File: src/rtl/trap_pkg.sv
// Shared types and cause codes for the machine-mode trap sequencer.
// Optional feature macro used by the block: TRAP_VECTORED_EN.
package trap_pkg;

    typedef enum logic [1:0] {
        IDLE,
        FLUSH,
        COMMIT,
        REDIRECT
    } trap_state_e;

    typedef enum logic [1:0] {
        TK_EXC,
        TK_IRQ,
        TK_RET
    } trap_kind_e;

    localparam logic [4:0] CAUSE_MSI = 5'd3;
    localparam logic [4:0] CAUSE_MTI = 5'd7;
    localparam logic [4:0] CAUSE_MEI = 5'd11;

    localparam int IRQ_MSI_BIT = 3;
    localparam int IRQ_MTI_BIT = 7;
    localparam int IRQ_MEI_BIT = 11;

endpackage

File: src/rtl/trap_sequencer_irq_arbiter.sv
// Combinational priority pick among enabled machine interrupts.
// Priority MEI > MSI > MTI, all gated by mstatus.MIE.
module irq_arbiter
    import trap_pkg::*;
#(
    parameter int XLEN = 32
) (
    input  logic            i_mie_global,
    input  logic [XLEN-1:0] i_mie,
    input  logic [XLEN-1:0] i_mip,
    output logic            o_irq_valid,
    output logic [4:0]      o_irq_code
);

    logic w_mei;
    logic w_msi;
    logic w_mti;
    logic w_unused;

    assign w_mei = i_mie_global & i_mie[IRQ_MEI_BIT] & i_mip[IRQ_MEI_BIT];
    assign w_msi = i_mie_global & i_mie[IRQ_MSI_BIT] & i_mip[IRQ_MSI_BIT];
    assign w_mti = i_mie_global & i_mie[IRQ_MTI_BIT] & i_mip[IRQ_MTI_BIT];
    assign w_unused = ^{i_mie, i_mip};

    always_comb begin
        o_irq_valid = 1'b0;
        o_irq_code  = 5'd0;
        priority case (1'b1)
            w_mei: begin
                o_irq_valid = 1'b1;
                o_irq_code  = CAUSE_MEI;
            end
            w_msi: begin
                o_irq_valid = 1'b1;
                o_irq_code  = CAUSE_MSI;
            end
            w_mti: begin
                o_irq_valid = 1'b1;
                o_irq_code  = CAUSE_MTI;
            end
            default: ;
        endcase
    end

endmodule

File: src/rtl/trap_sequencer.sv
// Trap sequencer: arbitrate, flush, strobe the CSR file, then redirect fetch.
// Define TRAP_VECTORED_EN to honour mtvec MODE=1 for interrupts.
module trap_sequencer
    import trap_pkg::*;
#(
    parameter int XLEN         = 32,
    parameter int FLUSH_CYCLES = 2
) (
    input  logic            clk,
    input  logic            reset_n,
    input  logic            MIE,
    input  logic [XLEN-1:0] mie,
    input  logic [XLEN-1:0] mip,
    input  logic [XLEN-1:0] mtvec,
    input  logic [XLEN-1:0] mepc,
    input  logic            exc_valid,
    input  logic [4:0]      exc_code,
    input  logic [XLEN-1:0] exc_pc,
    input  logic            mret_valid,
    input  logic [XLEN-1:0] next_pc,
    input  logic            pipe_idle,
    input  logic            redirect_ready,
    output logic            flush_req,
    output logic            int_action,
    output logic            exp_action,
    output logic            ret_action,
    output logic            hw_int,
    output logic [4:0]      int_code,
    output logic [XLEN-1:0] current_pc,
    output logic            redirect_valid,
    output logic [XLEN-1:0] redirect_pc
);

    localparam int CW = $clog2(FLUSH_CYCLES) + 1;
    localparam logic [CW-1:0] FLUSH_LAST = CW'(FLUSH_CYCLES - 1);

    trap_state_e     r_state;
    trap_kind_e      r_kind;
    logic [4:0]      r_code;
    logic [XLEN-1:0] r_pc;
    logic [CW-1:0]   r_cnt;
    logic            r_flush;
    logic            r_int;
    logic            r_exp;
    logic            r_ret;
    logic            r_hw;
    logic [4:0]      r_int_code;
    logic [XLEN-1:0] r_cur_pc;
    logic            r_rvalid;
    logic [XLEN-1:0] r_rpc;

    logic            w_irq_valid;
    logic [4:0]      w_irq_code;
    logic [XLEN-1:0] w_base;
    logic [XLEN-1:0] w_target;
    logic            w_vec;
    logic            w_unused;

    irq_arbiter #(.XLEN(XLEN)) u_arb (
        .i_mie_global (MIE),
        .i_mie        (mie),
        .i_mip        (mip),
        .o_irq_valid  (w_irq_valid),
        .o_irq_code   (w_irq_code)
    );

    assign w_base   = {mtvec[XLEN-1:2], 2'b00};
    assign w_unused = ^mtvec[1:0];

`ifdef TRAP_VECTORED_EN
    assign w_vec = (mtvec[1:0] == 2'b01) && (r_kind == TK_IRQ);
`else
    assign w_vec = 1'b0;
`endif

    // Target is sampled from the CSRs during COMMIT and then frozen.
    assign w_target = (r_kind == TK_RET) ? mepc :
                      w_vec ? w_base + XLEN'({r_code, 2'b00}) :
                      w_base;

    always_ff @(posedge clk or negedge reset_n) begin
        if (!reset_n) begin
            r_state    <= IDLE;
            r_kind     <= TK_EXC;
            r_code     <= '0;
            r_pc       <= '0;
            r_cnt      <= '0;
            r_flush    <= 1'b0;
            r_int      <= 1'b0;
            r_exp      <= 1'b0;
            r_ret      <= 1'b0;
            r_hw       <= 1'b0;
            r_int_code <= '0;
            r_cur_pc   <= '0;
            r_rvalid   <= 1'b0;
            r_rpc      <= '0;
        end else begin
            r_int      <= 1'b0;
            r_exp      <= 1'b0;
            r_ret      <= 1'b0;
            r_hw       <= 1'b0;
            r_int_code <= '0;
            r_cur_pc   <= '0;
            unique case (r_state)
                IDLE: begin
                    r_cnt <= '0;
                    if (exc_valid) begin
                        r_kind  <= TK_EXC;
                        r_code  <= exc_code;
                        r_pc    <= exc_pc;
                        r_flush <= 1'b1;
                        r_state <= FLUSH;
                    end else if (w_irq_valid) begin
                        r_kind  <= TK_IRQ;
                        r_code  <= w_irq_code;
                        r_pc    <= next_pc;
                        r_flush <= 1'b1;
                        r_state <= FLUSH;
                    end else if (mret_valid) begin
                        r_kind  <= TK_RET;
                        r_code  <= '0;
                        r_pc    <= exc_pc;
                        r_flush <= 1'b1;
                        r_state <= FLUSH;
                    end
                end
                FLUSH: begin
                    if (r_cnt >= FLUSH_LAST && pipe_idle) begin
                        r_int      <= (r_kind == TK_IRQ);
                        r_exp      <= (r_kind == TK_EXC);
                        r_ret      <= (r_kind == TK_RET);
                        r_hw       <= (r_kind == TK_IRQ);
                        r_int_code <= r_code;
                        r_cur_pc   <= r_pc;
                        r_state    <= COMMIT;
                    end else if (r_cnt < FLUSH_LAST) begin
                        r_cnt <= r_cnt + CW'(1);
                    end
                end
                COMMIT: begin
                    r_rpc    <= w_target;
                    r_rvalid <= 1'b1;
                    r_state  <= REDIRECT;
                end
                REDIRECT: begin
                    if (redirect_ready) begin
                        r_rvalid <= 1'b0;
                        r_flush  <= 1'b0;
                        r_state  <= IDLE;
                    end
                end
                default: r_state <= IDLE;
            endcase
        end
    end

    assign flush_req      = r_flush;
    assign int_action     = r_int;
    assign exp_action     = r_exp;
    assign ret_action     = r_ret;
    assign hw_int         = r_hw;
    assign int_code       = r_int_code;
    assign current_pc     = r_cur_pc;
    assign redirect_valid = r_rvalid;
    assign redirect_pc    = r_rpc;

endmodule

File: config.mk
export PLATFORM = sky130hd
export DESIGN_NAME = trap_sequencer
export DESIGN_NICKNAME = d
export VERILOG_FILES = /design/src/rtl/trap_pkg.sv /design/src/rtl/trap_sequencer_irq_arbiter.sv /design/src/rtl/trap_sequencer.sv
export SDC_FILE = /design/constraint.sdc
export NUM_CORES = 1
export LEC_CHECK = 0
export CAP_MARGIN = 0
export CORE_UTILIZATION = 35
export CTS_BUF_LIST = sky130_fd_sc_hd__clkbuf_4
export DETAILED_ROUTE_END_ITERATION = 16
export PLACE_DENSITY = 0.74
export SKIP_LAST_GASP = 1
export SLEW_MARGIN = 15
export SYNTH_ARGS = -nofsm -noshare
export SYNTH_HDL_FRONTEND = slang
export SYNTH_SLANG_ARGS = --single-unit
File: constraint.sdc
create_clock -name clk -period 4.64 [get_ports clk]
set_input_delay 0.696 -clock clk [delete_from_list [all_inputs] [get_ports clk]]
set_output_delay 0.696 -clock clk [all_outputs]
set_load 0.1 [all_outputs]
-- Word level (Yosys, flattened, before mapping)
Index checks and enable logic that the tools add are counted.
- mux-type cells: 41
- shifts and indexed selects: 0
- reduce and logical (&&, ||, !) cells: 12
- equal/unequal tests: 10
- divide/modulo/power cells: 0
- add/sub/neg operators: 1
- bitwise gates (word level): 6
- order comparisons: 2
- multiply operators: 0
- operators by type and width (kind ; count):
    32-bit 2-to-1 mux ; 6
    5-bit 2-to-1 mux ; 7
    2-bit 2-to-1 mux ; 10
    1-bit 2-to-1 mux ; 13
    3-bit AND reduction ; 3
    2-bit inequality test, second input constant ; 4
    2-bit one-hot mux with 4 select lines ; 1
    1-bit bitwise AND ; 6
    2-bit == test, second input constant ; 3
    2-bit nonzero test ; 3
    2-bit by 1-bit == test with 1-bit output, second input constant ; 2
    2-bit zero test ; 2
    4-bit by 3-bit inequality test with 1-bit output, second input constant ; 1
    1-bit one-hot mux with 2 select lines ; 2
    2-bit one-hot mux with 2 select lines ; 1
    2-bit AND reduction ; 2
    3-bit 2-to-1 mux ; 1
    3-bit nonzero test ; 1
    2-bit by 1-bit adder with 2-bit output, second input constant ; 1
    2-bit by 1-bit greater-or-equal comparator with 1-bit output, second input constant ; 1
    2-bit by 1-bit < comparator with 1-bit output, second input constant ; 1
    1-bit logical AND ; 1
- memories: 0
- bits in registers: 117
- word-level logic and storage cells: 85
- RAM bits: 0
- input port bits: 204
- output and inout bits: 75
- bits in read-only memories: 0
- latch bits: 0

-- Logic depth before layout (Yosys ltp)
Gate-level depths: netlist of run 1.
- depth after elaboration: 8
- depth in mapped cells: 7
- depth with buffers taken out: 6

-- Modules after synthesis
From an unflattened synthesis of run 1, not the netlist that was laid out.
- cell total of the unflattened synthesis: 446
- area total of the unflattened synthesis: 5019.8 µm²
- by module, submodules not included (module ; seq. area each (µm²) ; times used ; area each (µm²) ; cells an instance):
    trap_sequencer ; 2927.8 ; 1 ; 4951.0 ; 436
    irq_arbiter ; 0.0 ; 1 ; 68.8 ; 10

-- Least setup slack after synthesis of run 1
Ideal clock, no wire load.
- path kind: reg2out
- start: register hw_int (netlist name)
- end: output int_action
- required time: 3.944 ns
- path slack: 2.620 ns
- stages on the path, launching flop included: 2
- arrival: 1.324 ns
- buffers on the path: 1
- cells stage by stage: dfrtp_1 buf_4
- RTL lines (item ; line ; text):
    to (decl) ; trap_sequencer.sv:24 ; output logic int_action,

-- Final worst setup path of run 1
- start: register r_flush (netlist: flush_req)
- end: output flush_req
- RTL lines (item ; line ; text):
    from (decl) ; trap_sequencer.sv:42 ; logic r_flush;
    from (signal assigned) ; trap_sequencer.sv:88 ; r_flush <= 1'b0;
    from (signal assigned) ; trap_sequencer.sv:111 ; r_flush <= 1'b1;
    from (signal assigned) ; trap_sequencer.sv:117 ; r_flush <= 1'b1;
    to (decl) ; trap_sequencer.sv:23 ; output logic flush_req,
No word-level cell between the ends.

==> impl_metrics.tcl, run 1 <==
set metrics [dict create \
    min_period_ns 2.76 \
    grt_pass1_wl_um 18900 \
    multi_input_area_mm2 0.00186 \
    postCtsHoldBufs 0 \
    synth_edf_count 0 \
    syn_area_mm2 0.00496 \
    crit_fanout 3 \
    cp_data_arrival_time_ns 2.06 \
    rows 43 \
    clk_path_buf_depth 2 \
    synthesis.nets 657 \
    initial_core_util_pct 35.8 \
    ys_seq_area_share_pct 59.1 \
    grt-ovfl-total 0 \
    period_share_pct 59.4 \
    dr.first_iter.drc_count 203 \
    cts_made_buffers 17 \
    fp.dieW_um 121 \
    cts_max_level 4 \
    path_class "reg -> out" \
    vias 3928 \
    worstPathRequired_ns 3.94 \
    drc_errors 0 \
    rsz0062_at_grt "false" \
    status "completed" \
    grt_pass1_vias 3849 \
    synth-seq-cells 117 \
    ios 279 \
    critical-path-top-delay-family "buffers and inverters" \
    path_cells "clkdlybuf4s50_1" \
    finClkSkew_ns 0.0132 \
    cts_resized 0 \
    ir_drop_mv 0.324 \
    whs_ns 0.105 \
    seqCellArea_mm2 0.00293 \
    ys_warn_count 0 \
    r2r_setup_slack_ns 2.64 \
    ys.flop_type "dfrtp_1" \
    cp-end-kind "output pin" \
    wl_per_cell_um 13.9 \
    leakage_nw 3.27 \
    worst_pin_slew_ns 1.09 \
    clk_latency_ns 0.53 \
    wirelength_um 11900 \
    antenna_found_initial 0 \
    cts_tree "built" \
    n_fill_cell 1217 \
    ys_types 32 \
    cap_violations 0 \
    core_area_mm2 0.0138 \
    post_cts_buffers 0 \
    gp_congestion 0.768 \
    worstHoldPathType "in -> async" \
    place_hpwl_um 8940 \
    synth_top_area_share_pct 59.1 \
    final_net_count 873 \
    setup_viol 0 \
    grt.total_usage_pct 17.1 \
    cpPeakStageDelay_ns 1.15 \
    synth_top_cell_by_area "dfrtp_1" \
    powerDensity_mw_per_mm2 658 \
    fmax_ghz 0.363 \
    drive_above_1_share_pct 5.92 \
    diodes 0 \
    clk_pin_slew_ns 0.09 \
    antenna_left 0 \
    tns_ns 0 \
    syn_to_final_growth_pct 53.5 \
    cts_root_buf "clkbuf_4" \
    dieArea_mm2 0.0146 \
    synth_area_leaders "dfrtp_1, mux2i_1, and2_1" \
    ys_async_sr_fraction_pct 100 \
    die_h_um 121 \
    via_per_inst 4.59 \
    cts.sinks 117 \
    syn_inst 447 \
    finalHoldViolations 0 \
    cp-start-kind "flop" \
    grt_max_degree 69 \
    slew_violations 0 \
    syn_area_per_cell_um2 11.1 \
    placement.io_buffers 218 \
    path_buf_inv 1 \
    dr.pass1.iters 4 \
    cp_slowest_cell "clkdlybuf4s50_1" \
    maxSlewHeadroom_pct 27.4 \
]
[state kept, by name, summed over array words and instances, names as in the netlist]
signal          flops
r_code              5
redirect_pc        32
exp_action          1
hw_int              1
r_state             2
r_kind              2
flush_req           1
r_cnt               2
current_pc         32
ret_action          1
int_code            5
redirect_valid      1
r_pc               32
[path summary, 6_finish.rpt]
| kind | cells past startpoint | startpoint | to |
|---|---|---|---|
| worst max register to register | 6 | r_cnt[0] | current_pc[0] |
| max in group asynchronous | 2 | reset_n | int_code[4] |
| worst min register to register | 2 | r_pc[15] | r_pc[15] |
| min in group clk | 2 | r_pc[15] | r_pc[15] |
| worst min-delay path | 1 | reset_n | r_pc[9] |
| worst max-delay path | 1 | flush_req | flush_req |
[cells in the final DEF, fill, tap and decap left out, types with 4 or more instances in the layout]
cell             Yosys  final
a21oi_1             37     37
and2_1              36     36
buf_4                1      6
bufinv_16            0      4
clkbuf_4             0     19
clkdlybuf4s50_1      0    217
clkinv_1             0      6
dfrtp_1            117    117
ha_1                 6      5
inv_1               15     15
mux2i_1             64     64
nand2_1             36     36
nand3_1              9      9
nor2_1              35     34
o21ai_0             40     40
[kinds of logic (layout without fill, tap and decap cells)]
family          after synthesis  count (layout)  synth area share [%]
simple gates                124             124                  11.9
flops                       117             117                  59.1
compound gates               92              92                  10.3
mux                          66              66                  13.4
buf+inv                      42             271                  3.86
fa+ha+maj                     6               6                  1.51
[per-stage QoR]
| step | area [um^2] | total power [mW] | setup WS [ns] | utilization [%] | instances |
|---|---|---|---|---|---|
| 2_1_floorplan | 4960 | 3.53 | 2.62 | - | 447 |
| 3_3_place_gp | 7280 | 4.17 | 1.68 | 52.7 | 823 |
| 3_5_place_dp | 7280 | 4.24 | 1.66 | 52.7 | 823 |
| 4_1_cts | 7590 | 5.05 | 1.83 | 54.9 | 855 |
| 5_1_grt | 7610 | 5.30 | 1.80 | 55.0 | 856 |
| 6_report | 7610 | 5.01 | 1.88 | 55.0 | 856 |
[cell type report]
type | instances | area share (%)
sequential | 117 | 38.5
timing repair buffer | 224 | 29.4
multi-input combinational | 288 | 24.4
tap | 180 | 2.96
clock inverter | 13 | 2.14
clock buffer | 19 | 1.88
inverter | 15 | 0.740
[where the power goes]
part           internal [mW]  switching, mW
sequential              1.37          0.177
combinational          0.748           1.91
clock                  0.428          0.364
[Yosys cell counts, drive strengths merged (3+ instances only)]
cell type and instances:
nor3 3, and2 36, nand2 36, nor2 35
a21oi 37, inv 15, clkbuf 17, o21ai 40
buf 10, mux2i 64, nand3 9, dfrtp 117
ha 6
[per-layer routing]
metal	track usage, %	routed length [um]
met2	28.0	5820
met3	6.53	983
met5	0	0
met1	20.4	4970
met4	6.40	152
No activity file was read; power rests on OpenSTA's default activity.
==> run 2, diff against run 1 <==
Clock period 4.64 ns to 2.8 ns, I/O delays scaled along.
==> run 2 against run 1 <==
  * Final cell count grew 0.70%
  * Utilization shrank 0.84 points
  * Design area shrank 1.5%
  * Die area is the same
  * First-iteration DRC count grew 2.0%
  * Sequential power grew 66%
  * Sequential share of layout area grew 0.60 points
  * Worst hold slack gained 0.31 ns
  * Setup slack lost 0.91 ns
  * Flip-flop and latch count is the same
  * Total power grew 64%
  * Critical path type is now reg -> reg
==> impl_metrics.tcl, run 2 (synthesis gave the netlist of run 1 again) <==
set metrics [dict create \
    status "completed" \
    cap_violations 0 \
    mostFrequentLayoutCells "clkdlybuf4s50_1, dfrtp_1, buf_4" \
    gp_congestion 0.800 \
    fin_area_mm2 0.00749 \
    ir_drop_mv 0.421 \
    tns_ns 0 \
    post_dp_cell_area_mm2 0.00717 \
    initial_core_util_pct 35.8 \
    cp-end-kind "flop" \
    grt_pass1_wl_um 18100 \
    place_hpwl_um 8780 \
    seqCellArea_mm2 0.00293 \
    dieArea_mm2 0.0146 \
    final_util_pct 54.2 \
    cts_made_buffers 17 \
    period_share_pct 65.1 \
    clk_latency_ns 0.54 \
    whs_ns 0.412 \
    grt_max_degree 69 \
    place_ws_ns 0.483 \
    rows 43 \
    cp-startpoint "r_state[0]" \
    n_fill_cell 1238 \
    core_area_mm2 0.0138 \
    maxSlewHeadroom_pct 53.9 \
    die_h_um 121 \
    final_net_count 878 \
    finClkSkew_ns 0.00892 \
    worstHoldPathType "in -> async" \
    rsz0062_at_grt "false" \
    crit_fanout 41 \
    finalHoldViolations 0 \
    antenna_found_initial 1 \
    via_per_inst 4.60 \
    grt-ovfl-total 0 \
    cts_max_level 4 \
    cts_resized 0 \
    setup_viol 0 \
    wirelength_um 11700 \
    worst_slack_ns 0.976 \
    antenna_left 0 \
    cts.sinks 117 \
    mostFrequentLayoutCell "clkdlybuf4s50_1" \
    slew_violations 0 \
    drive_above_1_share_pct 18.2 \
    grt_pass1_vias 3822 \
    cts_root_buf "clkbuf_4" \
    clk_pin_slew_ns 0.11 \
    stdcell_count 862 \
    fp.dieW_um 121 \
    syn_to_final_growth_pct 51.1 \
    placedCellCount 828 \
    dr.first_iter.drc_count 207 \
    worstPathRequired_ns 3.26 \
    wl_per_cell_um 13.6 \
    cp-start-kind "flop" \
    clk_path_buf_depth 2 \
    fmax_ghz 0.548 \
    dr.pass1.iters 4 \
    powerDensity_mw_per_mm2 1090 \
    path_class "reg -> reg" \
    cp_data_arrival_time_ns 2.29 \
    placement.io_buffers 218 \
    cts_tree "built" \
    multi_input_area_mm2 0.00186 \
    ios 279 \
    worstReg2RegStart "r_state[0]" \
    worst_pin_slew_ns 0.692 \
    grt.total_usage_pct 16.4 \
    min_period_ns 1.82 \
    finalPower_mw 8.19 \
    vias 3964 \
    leakage_nw 3.40 \
    drc_errors 0 \
]
-- run 2: cell types whose count changed in the layout (fill, tap and decap cells not counted), moves of 4 or more --
cell             change
clkinv_4             +4
clkinv_1             -5
buf_4               +77
clkdlybuf4s50_1     -75
-- run 2: routing by layer --
metal	vias to the layer above	global-route usage [%]	share of wire [%]	wire, um
li1	1972	-	-	-
met1	1815	18.3	40	4680
met2	155	27.0	49	5680
met3	22	6.25	9.3	1090
met4	0	8.87	2.2	258
met5	-	0	0	0
-- run 2: layout make-up --
type	count	area share [%]
well taps	180	3.01
flip-flops and latches	117	39.1
inverters	15	0.752
diodes	1	0.0334
multi-input cells	288	24.8
clock inverters	15	2.42
clock buffers	17	1.70
repair buffers	229	28.2
-- run 2: path summary, 6_finish.rpt --
check | end | slack (ns) | cells after the start
worst max-delay path | redirect_pc[25] | 0.98 | 5
worst min-delay path | r_pc[8] | 0.41 | 2
worst max register to register | redirect_pc[25] | 0.98 | 5
worst min register to register | current_pc[10] | 0.48 | 1
max in group asynchronous | r_pc[1] | 1.66 | 3
min in group clk | r_code[4] | 0.45 | 3
-- run 2: what timing repair did --
| item | CTS | global route |
|---|---|---|
| endpoints found under the hold margin | 45 | 0 |
| hold buffers | 1 | 0 |
| buffers inserted | 0 | 0 |
-- run 2: power by group --
part           leakage [nW]  internal [mW]  switching (mW)
registers              1.46           2.28           0.295
logic                  1.79           1.16            3.16
clock network         0.152          0.623           0.674
total                  3.40           4.06            4.13
-- run 2: worst max-delay path, stage by stage (launching register included) --
cell and delay (ns):
dfrtp_1 0.43, inv_1 0.10, ha_2 0.64, buf_4 0.35, nor2_1 0.07, a21oi_1 0.14
==> run 3, diff against run 2 <==
Clock period 2.8 ns to 1.7 ns, I/O delays scaled along.
==> run 3 against run 2 <==
  * Non-clock buffer count grew 24
  * Critical path depth rose by 2
  * Sequential power is 76% higher
  * Global-route usage is 2.5 points higher
  * Clock skew rose by 0.0056 ns
  * Setup slack worse by 0.93 ns
  * Total power grew 84%
  * Routed wire length is 12% higher
  * Flip-flop and latch count did not move
  * Clock-buffer cell count stayed put
  * Clock power grew 45%
  * Sequential share of layout area fell by 5.2 points
  * Critical path type is now in -> reg
  * Largest cell class is now non-clock buffers
==> impl_metrics.tcl, run 3 (synthesis gave the netlist of run 1 again) <==
set metrics [dict create \
    n_fill_cell 1060 \
    via_per_inst 4.72 \
    p_sw_mw 7.17 \
    path_buf_inv 3 \
    min_period_ns 1.65 \
    cts_made_buffers 17 \
    crit_top_cell "buf_4" \
    power_frac_clock_pct 12.5 \
    initial_core_util_pct 35.8 \
    finClkSkew_ns 0.0146 \
    ff2ff_path_depth 6 \
    ios 279 \
    critical-path-top-delay-family "buffers and inverters" \
    cpPeakStageDelay_ns 0.48 \
    grt_pass1_vias 4358 \
    syn_to_final_growth_pct 74.1 \
    gp_congestion 0.792 \
    whs_ns 0.194 \
    cp_data_arrival_time_ns 2.04 \
    slew_violations 0 \
    drive_above_1_share_pct 20.9 \
    grt.total_usage_pct 18.8 \
    r2r_setup_slack_ns 0.06 \
    finalHoldViolations 0 \
    final_net_count 902 \
    mostFrequentLayoutCells "clkdlybuf4s50_1, dfrtp_1, buf_12" \
    grt-ovfl-total 0 \
    r2r_end "r_state[1]" \
    clk_path_buf_depth 2 \
    wl_per_cell_um 14.8 \
    placedCellCount 851 \
    fmax_ghz 0.606 \
    leakage_nw 3.79 \
    worstPathRequired_ns 2.09 \
    die_h_um 121 \
    cts_tree "built" \
    stdcell_count 886 \
    mostFrequentLayoutCell "clkdlybuf4s50_1" \
    cts_max_level 4 \
    antenna_found_initial 0 \
    cts_root_buf "clkbuf_4" \
    wirelength_um 13100 \
    grt_pass1_wl_um 20800 \
    worst_pin_slew_ns 0.557 \
    dr.pass1.iters 5 \
    ir_drop_mv 0.653 \
    path_class "in -> reg" \
    cellInternalPower_mw 7.89 \
    path_cells "clkdlybuf4s50_1, a222oi_1, buf_4, nor3_4, buf_4, mux2i_1, o21ai_0" \
    maxSlewHeadroom_pct 62.7 \
    cts.sinks 117 \
    period_share_pct 97.1 \
    grt_max_degree 67 \
    switching_share_pct 47.6 \
    rows 43 \
    antenna_left 0 \
    clk_pin_slew_ns 0.10 \
    setup_viol 0 \
    worstReg2RegStart "r_cnt[0]" \
    cap_violations 0 \
    worstHoldPathType "in -> async" \
    crit_fanout 8 \
    vias 4181 \
    p_seq_share_pct 30.0 \
    dr.first_iter.drc_count 136 \
    clk_latency_ns 0.52 \
    cp-end-kind "flop" \
    core_area_mm2 0.0138 \
    cp-start-kind "primary input" \
    place_hpwl_um 10300 \
    dieArea_mm2 0.0146 \
    placement.io_buffers 218 \
    fp.dieW_um 121 \
    comb_power_share_pct 57.5 \
    drc_errors 0 \
    status "completed" \
    cp_slowest_cell "clkdlybuf4s50_1" \
    powerDensity_mw_per_mm2 1750 \
]
-- run 3: changes by cell type in the layout (fill, tap and decap cells not counted), sizes merged --
cell | previous run | this run
inv | 17 | 15
bufinv | 3 | 2
clkinvlp | 4 | 7
buf | 86 | 110
-- run 3: power groups by stage --
stage	Combinational [mW]	Clock [mW]	Sequential, mW
3_3_place_gp	8.45	0	4.51
3_5_place_dp	8.66	0	4.58
2_1_floorplan	2.07	0	7.57
6_report	8.66	1.88	4.52
5_1_grt	9.15	2.10	4.64
4_1_cts	8.67	1.95	4.52
-- run 3: worst reg2reg max path: cells and delay by family (launching register included) --
kind | cells | cell delay (ns)
muxes | 1 | 0.32
adders and majority gates | 1 | 0.19
AOI/OAI and AO/OA | 2 | 0.43
buffers and inverters | 1 | 0.07
and+or+nand+nor | 1 | 0.14
DFF | 1 | 0.39
-- run 3: layer usage --
| metal | track usage (%) | up-vias | part of all wire, % |
|---|---|---|---|
| li1 | - | 2024 | - |
| met1 | 20.8 | 1967 | 40 |
| met2 | 32.9 | 169 | 51 |
| met3 | 6.06 | 21 | 7.4 |
| met4 | 8.49 | 0 | 1.9 |
| met5 | 0 | - | 0 |
-- run 3: how the worst max path moves through the flow --
| stage | from | endpoint | slack [ns] | depth (start not counted) |
|---|---|---|---|---|
| after detailed placement | mip[7] | r_pc[22] | -0.47 | 7 |
| after global placement | mip[7] | r_pc[13] | -0.34 | 7 |
| after CTS | r_cnt[0] | r_state[1] | 0.02 | 6 |
| after global routing | r_cnt[0] | r_state[1] | -0.01 | 6 |
| final | mip[7] | r_pc[22] | 0.05 | 7 |
| after floorplan | r_cnt[0] | r_state[1] | 0.10 | 6 |
-- run 3: layout make-up --
cell class	instances	area, um^2	share of cell area, %
Antenna cell	1	2.50	0.0290
Clock buffer	17	128	1.48
Clock inverter	15	140	1.62
Inverter	15	56.3	0.653
Multi-Input combinational cell	288	1880	21.8
Sequential cell	117	2930	33.9
Tap cell	180	225	2.61
Timing Repair Buffer	253	3270	37.9
-- run 3: through the flow --
step                setup WS [ns]  total power [mW]  TNS (ns)  utilization [%]  cell area, um^2
global route              -0.0119              15.9   -0.0119             62.4             8630
floorplan                   0.104              9.64         0                -             4960
global placement           -0.344              13.0    -11.40             60.2             8320
CTS                        0.0163              15.1         0             62.2             8600
detailed placement         -0.470              13.2    -13.66             60.2             8320
finish                     0.0497              15.1         0             62.4             8630
-- run 3: timing repair --
action                     in CTS  in global routing
hold endpoints to repair      105                  0
setup endpoints to repair       0                  5
hold buffers                    1                  0
setup buffers                   0                  1
gates resized for setup         0                  4
